## src/rtl/f_divsqrt_pkg.sv

```systemverilog
// Shared encodings for the iterative floating-point divide / square-root unit.
package f_divsqrt_pkg;

    localparam logic OP_DIV  = 1'b0;
    localparam logic OP_SQRT = 1'b1;

    localparam int FLG_NV = 4;
    localparam int FLG_DZ = 3;
    localparam int FLG_OF = 2;
    localparam int FLG_UF = 1;
    localparam int FLG_NX = 0;

    typedef enum logic [1:0] {
        S_IDLE  = 2'd0,
        S_PREP  = 2'd1,
        S_ITER  = 2'd2,
        S_ROUND = 2'd3
    } state_e;

    // Canonical quiet NaN for any format: sign 0, exponent all ones, fraction MSB only.
    function automatic logic [63:0] canon_nan(input int exp_w, input int man_w);
        logic [63:0] v;
        v = '0;
        for (int i = 0; i < exp_w; i++) v[man_w+i] = 1'b1;
        v[man_w-1] = 1'b1;
        return v;
    endfunction

endpackage

```

## src/rtl/f_divsqrt_step.sv

```systemverilog
// One restoring iteration: trial-subtract and keep the difference when it does not borrow.
module f_divsqrt_step
    import f_divsqrt_pkg::*;
#(
    parameter int RW = 29
) (
    input  logic [RW-1:0] rem_i,
    input  logic [RW-1:0] sub_i,
    output logic          bit_o,
    output logic [RW-1:0] rem_o
);

    logic [RW:0] diff;

    assign diff  = {1'b0, rem_i} - {1'b0, sub_i};
    assign bit_o = ~diff[RW];
    assign rem_o = bit_o ? diff[RW-1:0] : rem_i;

endmodule

```

## src/rtl/f_divsqrt.sv

```systemverilog
// Iterative IEEE-754 divide / square root: one quotient or root bit per cycle,
// round-to-nearest-even, subnormals flushed to zero.
module f_divsqrt
    import f_divsqrt_pkg::*;
#(
    parameter int EXP_W = 8,
    parameter int MAN_W = 23
) (
    input  logic                   CLK,
    input  logic                   RESET,
    input  logic                   START,
    input  logic                   OP,
    input  logic [EXP_W+MAN_W:0]   DATA1,
    input  logic [EXP_W+MAN_W:0]   DATA2,
    input  logic                   KILL,
    output logic                   READY,
    output logic                   VALID,
    output logic [EXP_W+MAN_W:0]   RESULT,
    output logic [4:0]             FLAGS
);

    localparam int W   = 1 + EXP_W + MAN_W;
    localparam int QW  = MAN_W + 3;        // integer bit, fraction, guard, round
    localparam int RW  = MAN_W + 6;
    localparam int RDW = 2 * QW;
    localparam int EW  = EXP_W + 2;
    localparam int CW  = $clog2(MAN_W + 4);

    localparam logic [63:0]          NAN64  = canon_nan(EXP_W, MAN_W);
    localparam logic [W-1:0]         CNAN   = NAN64[W-1:0];
    localparam logic signed [EW-1:0] BIAS_E = {3'b000, {(EXP_W-1){1'b1}}};
    localparam logic signed [EW-1:0] EMAX_E = {2'b00, {EXP_W{1'b1}}};

    state_e                state_q, state_d;
    logic                  op_q, op_d;
    logic [W-1:0]          a_q, a_d, b_q, b_d;
    logic [CW-1:0]         cnt_q, cnt_d;
    logic [RW-1:0]         rem_q, rem_d;
    logic [QW-1:0]         quo_q, quo_d;
    logic [RDW-1:0]        rad_q, rad_d;
    logic [MAN_W:0]        dvs_q, dvs_d;
    logic signed [EW-1:0]  exp_q, exp_d;
    logic                  sgn_q, sgn_d, spec_q, spec_d, ph_q, ph_d, nx_q, nx_d;
    logic [MAN_W-1:0]      frc_q, frc_d;
    logic [W-1:0]          sres_q, sres_d, res_q, res_d;
    logic [4:0]            sflg_q, sflg_d, flg_q, flg_d;
    logic                  vld_q, vld_d;

    logic                  sa, sb;
    logic [EXP_W-1:0]      ea, eb;
    logic [MAN_W-1:0]      fa, fb;
    logic                  a_zero, a_inf, a_nan, a_snan;
    logic                  b_zero, b_inf, b_nan, b_snan;
    logic [MAN_W:0]        ma, mb;
    logic                  m_lt, sq_odd;
    logic signed [EW-1:0]  ea_x, eb_x, dv_exp, sq_e, sq_ev, sq_exp;

    assign {sa, ea, fa} = a_q;
    assign {sb, eb, fb} = b_q;
    assign a_zero = (ea == '0);
    assign b_zero = (eb == '0);
    assign a_inf  = (&ea) && (fa == '0);
    assign b_inf  = (&eb) && (fb == '0);
    assign a_nan  = (&ea) && (fa != '0);
    assign b_nan  = (&eb) && (fb != '0);
    assign a_snan = a_nan && !fa[MAN_W-1];
    assign b_snan = b_nan && !fb[MAN_W-1];
    assign ma     = {1'b1, fa};
    assign mb     = {1'b1, fb};
    assign m_lt   = (ma < mb);

    // Dividend is pre-doubled when smaller than the divisor so the quotient lands in [1,2).
    assign ea_x   = $signed({2'b00, ea});
    assign eb_x   = $signed({2'b00, eb});
    assign dv_exp = ea_x - eb_x + BIAS_E - $signed({{(EW-1){1'b0}}, m_lt});
    // Odd unbiased exponents move one factor of two into the radicand.
    assign sq_e   = ea_x - BIAS_E;
    assign sq_odd = sq_e[0];
    assign sq_ev  = sq_e - $signed({{(EW-1){1'b0}}, sq_odd});
    assign sq_exp = (sq_ev >>> 1) + BIAS_E;

    logic [RW-1:0] st_rem, st_sub, st_res;
    logic          st_bit;

    always_comb begin
        if (op_q == OP_DIV) begin
            st_rem = rem_q;
            st_sub = {{(RW-MAN_W-1){1'b0}}, dvs_q};
        end else begin
            st_rem = {rem_q[RW-3:0], rad_q[RDW-1 -: 2]};
            st_sub = {{(RW-QW-2){1'b0}}, quo_q, 2'b01};
        end
    end

    f_divsqrt_step #(.RW(RW)) u_step (
        .rem_i (st_rem),
        .sub_i (st_sub),
        .bit_o (st_bit),
        .rem_o (st_res)
    );

    logic               g_bit, r_bit, s_bit, inc;
    logic [MAN_W+1:0]   rnd_sig;

    assign g_bit   = quo_q[1];
    assign r_bit   = quo_q[0];
    assign s_bit   = (rem_q != '0);
    assign inc     = g_bit && (r_bit || s_bit || quo_q[2]);
    assign rnd_sig = {1'b0, quo_q[QW-1:2]} + (MAN_W+2)'(inc);

    always_comb begin
        state_d = state_q;  op_d   = op_q;   a_d    = a_q;    b_d    = b_q;
        cnt_d   = cnt_q;    rem_d  = rem_q;  quo_d  = quo_q;  rad_d  = rad_q;
        dvs_d   = dvs_q;    exp_d  = exp_q;  sgn_d  = sgn_q;  spec_d = spec_q;
        ph_d    = ph_q;     nx_d   = nx_q;   frc_d  = frc_q;  sres_d = sres_q;
        sflg_d  = sflg_q;   res_d  = res_q;  flg_d  = flg_q;  vld_d  = 1'b0;

        case (state_q)
            S_IDLE: begin
                if (START && !KILL) begin
                    op_d    = OP;
                    a_d     = DATA1;
                    b_d     = DATA2;
                    state_d = S_PREP;
                end
            end
            S_PREP: begin
                cnt_d  = '0;
                quo_d  = '0;
                ph_d   = 1'b0;
                spec_d = 1'b1;
                sflg_d = '0;
                if (op_q == OP_SQRT) begin
                    sgn_d = sa;
                    if (a_nan) begin
                        sres_d = CNAN;
                        sflg_d[FLG_NV] = a_snan;
                    end else if (a_zero) begin
                        sres_d = {sa, {(W-1){1'b0}}};
                    end else if (sa) begin
                        sres_d = CNAN;
                        sflg_d[FLG_NV] = 1'b1;
                    end else if (a_inf) begin
                        sres_d = {1'b0, {EXP_W{1'b1}}, {MAN_W{1'b0}}};
                    end else begin
                        spec_d = 1'b0;
                    end
                    rem_d = '0;
                    rad_d = sq_odd ? {1'b1, fa, 1'b0, {(MAN_W+4){1'b0}}}
                                   : {2'b01, fa, {(MAN_W+4){1'b0}}};
                    exp_d = sq_exp;
                end else begin
                    sgn_d = sa ^ sb;
                    if (a_nan || b_nan) begin
                        sres_d = CNAN;
                        sflg_d[FLG_NV] = a_snan || b_snan;
                    end else if ((a_zero && b_zero) || (a_inf && b_inf)) begin
                        sres_d = CNAN;
                        sflg_d[FLG_NV] = 1'b1;
                    end else if (a_inf) begin
                        sres_d = {sa ^ sb, {EXP_W{1'b1}}, {MAN_W{1'b0}}};
                    end else if (b_zero) begin
                        sres_d = {sa ^ sb, {EXP_W{1'b1}}, {MAN_W{1'b0}}};
                        sflg_d[FLG_DZ] = 1'b1;
                    end else if (a_zero || b_inf) begin
                        sres_d = {sa ^ sb, {(W-1){1'b0}}};
                    end else begin
                        spec_d = 1'b0;
                    end
                    rem_d = m_lt ? {{(RW-MAN_W-2){1'b0}}, ma, 1'b0}
                                 : {{(RW-MAN_W-1){1'b0}}, ma};
                    dvs_d = mb;
                    exp_d = dv_exp;
                end
                state_d = spec_d ? S_ROUND : S_ITER;
            end
            S_ITER: begin
                quo_d = {quo_q[QW-2:0], st_bit};
                if (op_q == OP_SQRT) begin
                    rem_d = st_res;
                    rad_d = {rad_q[RDW-3:0], 2'b00};
                end else begin
                    rem_d = {st_res[RW-2:0], 1'b0};
                end
                cnt_d = cnt_q + 1'b1;
                if (cnt_q == CW'(QW-1)) state_d = S_ROUND;
            end
            S_ROUND: begin
                if (spec_q) begin
                    res_d   = sres_q;
                    flg_d   = sflg_q;
                    vld_d   = 1'b1;
                    state_d = S_IDLE;
                end else if (!ph_q) begin
                    // Rounding carry out of the significand bumps the exponent; fraction is then zero.
                    frc_d = rnd_sig[MAN_W-1:0];
                    exp_d = exp_q + $signed({{(EW-1){1'b0}}, rnd_sig[MAN_W+1]});
                    nx_d  = g_bit || r_bit || s_bit;
                    ph_d  = 1'b1;
                end else begin
                    flg_d   = '0;
                    vld_d   = 1'b1;
                    state_d = S_IDLE;
                    if (exp_q >= EMAX_E) begin
                        res_d = {sgn_q, {EXP_W{1'b1}}, {MAN_W{1'b0}}};
                        flg_d[FLG_OF] = 1'b1;
                        flg_d[FLG_NX] = 1'b1;
                    end else if (exp_q[EW-1] || exp_q == '0) begin
                        res_d = {sgn_q, {(W-1){1'b0}}};
                        flg_d[FLG_UF] = 1'b1;
                        flg_d[FLG_NX] = 1'b1;
                    end else begin
                        res_d = {sgn_q, exp_q[EXP_W-1:0], frc_q};
                        flg_d[FLG_NX] = nx_q;
                    end
                end
            end
            default: state_d = S_IDLE;
        endcase

        if (KILL && state_q != S_IDLE) begin
            state_d = S_IDLE;
            vld_d   = 1'b0;
            res_d   = res_q;
            flg_d   = flg_q;
        end
    end

    always_ff @(posedge CLK or negedge RESET) begin
        if (!RESET) begin
            state_q <= S_IDLE; op_q  <= 1'b0; a_q    <= '0;   b_q    <= '0;
            cnt_q   <= '0;     rem_q <= '0;   quo_q  <= '0;   rad_q  <= '0;
            dvs_q   <= '0;     exp_q <= '0;   sgn_q  <= 1'b0; spec_q <= 1'b0;
            ph_q    <= 1'b0;   nx_q  <= 1'b0; frc_q  <= '0;   sres_q <= '0;
            sflg_q  <= '0;     res_q <= '0;   flg_q  <= '0;   vld_q  <= 1'b0;
        end else begin
            state_q <= state_d; op_q  <= op_d;  a_q    <= a_d;   b_q    <= b_d;
            cnt_q   <= cnt_d;   rem_q <= rem_d; quo_q  <= quo_d; rad_q  <= rad_d;
            dvs_q   <= dvs_d;   exp_q <= exp_d; sgn_q  <= sgn_d; spec_q <= spec_d;
            ph_q    <= ph_d;    nx_q  <= nx_d;  frc_q  <= frc_d; sres_q <= sres_d;
            sflg_q  <= sflg_d;  res_q <= res_d; flg_q  <= flg_d; vld_q  <= vld_d;
        end
    end

    assign READY  = (state_q == S_IDLE);
    assign VALID  = vld_q;
    assign RESULT = res_q;
    assign FLAGS  = flg_q;

endmodule

```

## config.mk

```make
export PLATFORM = sky130hd
export DESIGN_NAME = f_divsqrt
export DESIGN_NICKNAME = d
export VERILOG_FILES = /design/src/rtl/f_divsqrt_pkg.sv /design/src/rtl/f_divsqrt_step.sv /design/src/rtl/f_divsqrt.sv
export SDC_FILE = /design/constraint.sdc
export NUM_CORES = 1
export LEC_CHECK = 0
export ABC_CLOCK_PERIOD_IN_PS = 9950
export BUFFER_PORTS_ARGS = -buffer_cell sky130_fd_sc_hd__buf_2
export CAP_MARGIN = 20
export CORE_MARGIN = 2
export CORE_UTILIZATION = 40
export CTS_CLUSTER_DIAMETER = 150
export DETAILED_ROUTE_END_ITERATION = 12
export PLACE_DENSITY = 0.53
export SLEW_MARGIN = 25
export SYNTH_ARGS = -nofsm -noshare
export SYNTH_HDL_FRONTEND = slang
export SYNTH_HIERARCHICAL = 1
export SYNTH_SLANG_ARGS = --single-unit
export TNS_END_PERCENT = 5
```

## constraint.sdc

```tcl
create_clock -name CLK -period 9.95 [get_ports CLK]
set_input_delay 0.4975 -clock CLK [delete_from_list [all_inputs] [get_ports CLK]]
set_output_delay 0.4975 -clock CLK [all_outputs]
set_load 0.05 [all_outputs]
```

==> run summary, run 1 <==
FLOORPLAN
----------------------------------------------------------------------------------------
Total core area ...........................................................    42000 µm²
Initial Util ..............................................................        40.7%
I/O pin count .............................................................          108
Floorplan die width .......................................................       211 µm
Cell Rows .................................................................           75
Die span in y .............................................................       211 µm
Die area ..................................................................    44400 µm²

DRT
----------------------------------------------------------------------------------------
Total Routed Length .......................................................     47800 µm
Routed wire per std cell ..................................................      18.9 µm
Count of nets left with antenna violations after detail routing ...........            0
Routed via count divided by cell count ....................................         5.60
Number of DRC violations after detailed routing ...........................            0
Initial drt markers .......................................................         1223
DR vias ...................................................................        14182
1st-pass router iterations ................................................            6

GLOBAL ROUTING
----------------------------------------------------------------------------------------
Initial antenna violation count ...........................................            2
Remaining Overflow, GRT ...................................................            0
Met3 Track Usage GR .......................................................        2.94%
Global-route wire length before repair ....................................     77000 µm
Maximum number of pins on one net before global-route repair ..............          144
Met2 track utilization from global routing ................................        33.4%
Vias in the first global route ............................................        13577
Global routing usage summed across all routing layers .....................        21.7%
M1 GR Usage ...............................................................        32.0%
Busiest grt layer .........................................................         met2

TIMING
----------------------------------------------------------------------------------------
Endpoints failing hold ....................................................            9
Worst relative slew slack .................................................        34.4%
Final Max Slew Viols ......................................................            0
Transition time at the pin with the least slew margin .....................     0.985 ns
Setup repair after global routing missed its margin .......................           no
Setup clock skew after layout .............................................    0.0225 ns
Count of endpoints failing setup in the final report ......................            0
Final critical-path share of the clock period .............................        52.6%
Final hold slack ..........................................................   -0.0551 ns
Clock period minus worst slack ............................................      5.23 ns
Setup_tns .................................................................         0 ns
Highest clock rate ........................................................      191 MHz

CRITICAL PATH
----------------------------------------------------------------------------------------
Worst reg-to-reg path cell count ..........................................           15
Reg-to-reg endpoint .......................................................    rem_q[13]
Largest incremental delay on the critical path ............................      0.75 ns
R2R Setup Slk .............................................................      4.72 ns
Required time of the critical path ........................................     10.41 ns
Startpoint Class ..........................................................         flop
Category of cells accounting for the largest share of critical-path delay . compound AO/OA/AOI/OAI gates
Type of the worst setup path ..............................................      reg2reg
Maximum fanout encountered on the critical timing path ....................           70
Sequence of cells on the critical path .................................... buf_4 -> mux2_2 -> ha_1 -> nand2_2 -> a2111oi_4 -> o31ai_4 -> a2111oi_4 -> o31ai_4 -> buf_4 -> inv_4 -> mux2_4 -> mux2_2 -> nand2_1 -> nand4_1 -> o31a_1
Reg-to-Reg Start ..........................................................         op_q
Max stage delay cell, worst path ..........................................        buf_4
Crit path capture type ....................................................         flop
Worst Path Arrival ........................................................      5.69 ns
Critical path buffers and inverters .......................................            3

PLACEMENT
----------------------------------------------------------------------------------------
Number of buffers inserted by port buffering ..............................          107
Last weighted congestion value of the routability-driven placer ...........        0.922
DP Area ...................................................................    18000 µm²
Post-DP HPWL ..............................................................     34700 µm

FINAL LAYOUT
----------------------------------------------------------------------------------------
Final-stage net count .....................................................         2121
N_diodes ..................................................................            0
Register cell area after layout ...........................................     6410 µm²
Share of post-route cells with drive strength above 1 .....................        18.4%
Number of fill cells ......................................................         4186
Post-route cell area ......................................................    19000 µm²
Area of the multi-input gates .............................................     9780 µm²
Area overhead of the layout relative to synthesis .........................        11.2%

CLOCK TREE
----------------------------------------------------------------------------------------
Post-cts sizing count .....................................................            0
CTS clock-pin slew for the worst setup and hold paths .....................      0.06 ns
TritonCTS sink count ......................................................          256
TritonCTS buffer count ....................................................           31
TritonCTS clock tree ......................................................         done
Clock latency at the later pin of the worst-skew pair .....................      0.58 ns
CTS max path bufs .........................................................            3
Clock tree root buffer cell ...............................................    clkbuf_16
Number of buffers added to fix hold violations after cts ..................            0
Count of buffers added by post-CTS timing repair for setup ................            0
H-tree Lvls ...............................................................            1

SYNTHESIS
----------------------------------------------------------------------------------------
Number of synthesized flops with an enable pin ............................            0
Number of instances in the synthesized netlist ............................         1930
Synthesis Warnings ........................................................            6
Number of nets produced by synthesis ......................................         2081
Syn Area/Cell .............................................................     8.85 µm²
Number of distinct library cells after synthesis ..........................           87
Netlist area before placement .............................................    17100 µm²
Largest area contributor in the synthesized netlist .......................      dfrtp_1
Seq/Total Area, Yosys .....................................................        37.5%
Primary FF master, synth ..................................................      dfrtp_1
Share of flip-flops with an asynchronous set or reset after synthesis .....         100%
Synth area leaders ........................................................ dfrtp_1 37%, mux2_2 9.0%, ha_1 5.8%
Share of Yosys cell area claimed by the top area cell type ................        37.5%
Number of synthesized register bits .......................................          256

RUN
----------------------------------------------------------------------------------------
Max capacitance violation total ...........................................            0

MIN PATH
----------------------------------------------------------------------------------------
Worst min-delay path category .............................................     in2async

RUN STATUS
----------------------------------------------------------------------------------------
Outcome ................................................................... complete, but fails checks
Failing checks ............................................................ negative hold slack

==> registers in the layout, indices dropped and copies added, names as in the netlist, 2 cells and up <==
| name | cells |
|---|---|
| exp_q | 10 |
| sflg_q | 2 |
| sres_q | 3 |
| rem_q | 29 |
| rad_q | 25 |
| frc_q | 23 |
| RESULT | 32 |
| cnt_q | 5 |
| b_q | 32 |
| state_q | 2 |
| quo_q | 26 |
| FLAGS | 5 |
| dvs_q | 24 |
| a_q | 32 |
==> cell usage in the layout (no fill, tap or decap), drive strengths merged, types with 6 or more instances in the layout <==
cell      n
buf     123
nand3b    6
a21o     17
mux2    143
dfrtp   256
nand2   213
xor2     23
o31ai    15
nand3    84
nor2    162
inv     126
nand2b   10
o21ai   162
o21a      9
o21bai    6
ha       79
nor2b     9
nand4    43
nor3     15
a21oi   123
and4      8
o211ai    7
clkinv   10
xnor2    45
a31oi    12
nor4     23
a211oi    9
mux2i    35
and3     35
and2      7
o31a     22
clkbuf   44
a221o     8
a22o     25
==> final cells by class <==
cell class | count | area share, %
well taps | 539 | 3.55
repair buffers | 123 | 3.57
inverters | 125 | 2.48
multi-input cells | 1433 | 51.4
clock buffers | 44 | 4.71
clock inverters | 13 | 0.546
flip-flops and latches | 256 | 33.7
==> Yosys cell counts (8+ instances only) <==
master      n
a211oi_1    8
a21o_1     17
a21oi_1   122
a221o_1     8
a22o_1     25
a31oi_1    12
and3_1     33
buf_1      15
buf_2       8
clkbuf_1   84
dfrtp_1   256
ha_1       79
inv_1     122
mux2_2    136
mux2i_1    35
nand2_1   212
nand2b_1   10
nand3_1    84
nand4_1    43
nor2_1    162
nor2b_1     8
nor3_1     14
nor4_1     23
o21a_1      9
o21ai_0   121
o21ai_1    18
o21ai_2    23
o31a_1     22
o31ai_1    12
xnor2_1    45
xor2_1     23
==> routing by layer <==
layer | vias up | wire length (µm)
met1 | 6881 | 23900
met5 | - | 0
li1 | 6957 | -
met4 | 0 | 1160
met2 | 281 | 20900
met3 | 63 | 1890
==> stage by stage <==
stage	setup slack [ns]	util, %	hold slack [ns]	instances
after floorplan	5.39	-	0.202	1930
after global placement	4.81	42.8	0.451	2476
after detailed placement	4.78	42.8	0.451	2476
after CTS	4.77	45.2	0.0267	2533
after global routing	4.41	45.2	0.0304	2533
final	4.72	45.2	-0.0551	2533
==> cell families after synthesis <==
group	after synthesis	synth area share (%)
flip-flops	256	37.5
multiplexers	178	11.5
buffers and inverters	241	5.65
AND/OR/NAND/NOR	642	17.8
XOR/XNOR	68	3.48
AO/OA/AOI/OAI	462	17.9
other	1	0.0219
adder cells (fa/ha/maj)	82	6.14
==> how the worst max path moves through the flow <==
stage | from | to | slack (ns) | depth (start not counted)
after detailed placement | op_q | rem_q[14] | 4.78 | 15
after floorplan | op_q | rem_q[13] | 5.39 | 18
after global routing | op_q | rem_q[13] | 4.41 | 15
after global placement | op_q | rem_q[13] | 4.81 | 15
after CTS | op_q | rem_q[13] | 4.77 | 15
final | op_q | rem_q[13] | 4.72 | 15
Power of run 1 is left out: the tool's default activity adds up to more than one toggle a clock period on the data nets, which glitch-free logic cannot reach.
==> run 2, diff against run 1 <==
--- a/config.mk
+++ b/config.mk
@@ -5,14 +5,14 @@
 export SDC_FILE = /design/constraint.sdc
 export NUM_CORES = 1
 export LEC_CHECK = 0
-export ABC_CLOCK_PERIOD_IN_PS = 9950
+export ABC_CLOCK_PERIOD_IN_PS = 4300
 export BUFFER_PORTS_ARGS = -buffer_cell sky130_fd_sc_hd__buf_2
 export CAP_MARGIN = 20
 export CORE_MARGIN = 2
 export CORE_UTILIZATION = 40
 export CTS_CLUSTER_DIAMETER = 150
 export DETAILED_ROUTE_END_ITERATION = 12
-export PLACE_DENSITY = 0.53
+export PLACE_DENSITY = 0.56
 export SLEW_MARGIN = 25
 export SYNTH_ARGS = -nofsm -noshare
 export SYNTH_HDL_FRONTEND = slang
==> constraint.sdc (replaced) <==
create_clock -name CLK -period 4.3 [get_ports CLK]
set_input_delay 0.215 -clock CLK [delete_from_list [all_inputs] [get_ports CLK]]
set_output_delay 0.215 -clock CLK [all_outputs]
set_load 0.05 [all_outputs]
==> run summary, run 2 (same netlist as run 1, synthesis figures left out) <==
CLOCK TREE
----------------------------------------------------------------------------------------
TritonCTS clock tree ......................................................         done
Clock latency at the later pin of the worst-skew pair .....................      0.56 ns
TritonCTS buffer count ....................................................           29
TritonCTS sink count ......................................................          256
Clock tree root buffer cell ...............................................    clkbuf_16
CTS max path bufs .........................................................            3
CTS clock-pin slew for the worst setup and hold paths .....................      0.07 ns
H-tree Lvls ...............................................................            1

DRT
----------------------------------------------------------------------------------------
Total Routed Length .......................................................     49600 µm
Routed wire per std cell ..................................................      18.8 µm
Initial drt markers .......................................................          933
1st-pass router iterations ................................................            5
Routed via count divided by cell count ....................................         5.57
Count of nets left with antenna violations after detail routing ...........            0
Number of DRC violations after detailed routing ...........................            0
DR vias ...................................................................        14696

FINAL LAYOUT
----------------------------------------------------------------------------------------
Most frequent cells in the layout ......................................... 255 x dfrtp_1, 212 x nand2_1, 162 x nor2_1, 136 x mux2_2
Register cell area after layout ...........................................     6410 µm²
Share of post-route cells with drive strength above 1 .....................        19.5%
Area overhead of the layout relative to synthesis .........................        17.3%
Most common cell after layout, fill and taps aside ........................      dfrtp_1
Number of fill cells ......................................................         4059
Area of the multi-input gates .............................................     9810 µm²
Final-stage net count .....................................................         2231
N_diodes ..................................................................            0

RUN
----------------------------------------------------------------------------------------
Max capacitance violation total ...........................................            0

CRITICAL PATH
----------------------------------------------------------------------------------------
Crit path capture type ....................................................         flop
Required time of the critical path ........................................      4.73 ns
Sequence of cells on the critical path .................................... buf_6 -> or2_2 -> ha_1 -> fa_1 -> nor2b_2 -> o2111ai_1 -> and4_4 -> o31ai_4 -> a21boi_0 -> xor2_1 -> o21ai_2 -> mux2_2 -> nand2_1 -> nand4_1 -> o31a_1
Max stage delay cell, worst path ..........................................      dfrtp_4
R2R Setup Slk .............................................................      0.18 ns
Worst Path Arrival ........................................................      4.55 ns
Category of cells accounting for the largest share of critical-path delay . compound AO/OA/AOI/OAI gates
Reg-to-reg endpoint .......................................................    rem_q[20]
Reg-to-Reg Start ..........................................................         op_q
Type of the worst setup path ..............................................      reg2reg
Worst reg-to-reg path cell count ..........................................           15
Critical path buffers and inverters .......................................            1
Maximum fanout encountered on the critical timing path ....................           15
Startpoint Class ..........................................................         flop
Largest incremental delay on the critical path ............................      0.56 ns

FLOORPLAN
----------------------------------------------------------------------------------------
Die area ..................................................................    44400 µm²
I/O pin count .............................................................          108
Total core area ...........................................................    42000 µm²
Initial Util ..............................................................        40.7%
Floorplan die width .......................................................       211 µm
Cell Rows .................................................................           75
Die span in y .............................................................       211 µm

TIMING
----------------------------------------------------------------------------------------
Transition time at the pin with the least slew margin .....................     0.989 ns
Setup repair after global routing missed its margin .......................           no
Setup clock skew after layout .............................................    0.0167 ns
Final Max Slew Viols ......................................................            0
Setup_tns .................................................................         0 ns
Worst relative slew slack .................................................        34.1%
Highest clock rate ........................................................      243 MHz
Clock period minus worst slack ............................................      4.12 ns
Count of endpoints failing setup in the final report ......................            0
Endpoints failing hold ....................................................            0
Final critical-path share of the clock period .............................        95.9%

GLOBAL ROUTING
----------------------------------------------------------------------------------------
Remaining Overflow, GRT ...................................................            0
Initial antenna violation count ...........................................            1
Global-route wire length before repair ....................................     79500 µm
Global routing usage summed across all routing layers .....................        22.3%
Vias in the first global route ............................................        14385
Maximum number of pins on one net before global-route repair ..............           94

PLACEMENT
----------------------------------------------------------------------------------------
Last weighted congestion value of the routability-driven placer ...........        0.892
Number of buffers inserted by port buffering ..............................          107
Post-DP HPWL ..............................................................     36100 µm

MIN PATH
----------------------------------------------------------------------------------------
Startpoint of the tightest hold check path ................................        START
Worst min-delay path category .............................................       in2reg
Worst hold path endpoint ..................................................   state_q[1]
Number of cells traversed by the worst hold path ..........................            5

RUN STATUS
----------------------------------------------------------------------------------------
Outcome ...................................................................    completed

-- run 2: changes by cell type in the layout (fill, tap and decap cells not counted), sizes merged --
cell and change:
buf +45, bufinv +1, clkbuf -2, dlygate4sd3 +67, clkinv -6
-- run 2: final cells by class --
class                      count  area share, %
clock buffer                  42           4.26
clock inverter                 8          0.500
inverter                     125           2.35
multi-input combinational   1433           48.9
sequential                   256           32.0
tap                          539           3.37
timing repair buffer         235           8.60
-- run 2: how the worst max path moves through the flow --
| stage | endpoint | from | depth (start not counted) |
|---|---|---|---|
| 6_report | rem_q[20] | op_q | 15 |
| 5_1_grt | rem_q[20] | op_q | 15 |
| 4_1_cts | rem_q[20] | op_q | 15 |
| 3_5_place_dp | rem_q[20] | op_q | 15 |
| 3_3_place_gp | rem_q[20] | op_q | 14 |
| 2_1_floorplan | rem_q[13] | op_q | 18 |
-- run 2: what timing repair did --
action	4_1_cts	5_1_grt
endpoints found under the hold margin	155	0
buffers inserted	0	5
gates resized for setup	0	7
setup endpoints to repair	0	23
hold buffers	67	0
-- run 2: layer usage --
layer / share of wire [%] / wire length (µm) / vias up / GRT usage [%]
met5: 0 / 0 / - / 0
met1: 46 / 23000 / 7122 / 30.6
met4: 2.9 / 1450 / 0 / 6.17
li1: - / - / 7168 / -
met2: 47 / 23300 / 324 / 37.7
met3: 3.7 / 1820 / 82 / 2.32
-- run 2: worst reg2reg max path: stages (launching register included) --
cell and delay [ns]:
dfrtp_4 0.56, buf_6 0.19, or2_2 0.31, ha_1 0.22, fa_1 0.42, nor2b_2 0.18, o2111ai_1 0.20, and4_4 0.26
o31ai_4 0.27, a21boi_0 0.17, xor2_1 0.31, o21ai_2 0.09, mux2_2 0.29, nand2_1 0.08, nand4_1 0.11, o31a_1 0.34
-- run 2: per-stage QoR --
stage	setup slack [ns]	hold slack [ns]	utilization (%)	area (µm²)	cells
after floorplan	0.0481	-0.0806	-	17100	1930
after global placement	0.0971	0.287	43.6	18300	2516
after detailed placement	0.0850	0.287	43.6	18300	2516
after CTS	0.0604	0.147	47.4	19900	2633
after global routing	0.00177	0.232	47.7	20000	2638
final	0.178	0.181	47.7	20000	2638
Power of run 2 is left out for the same reason.
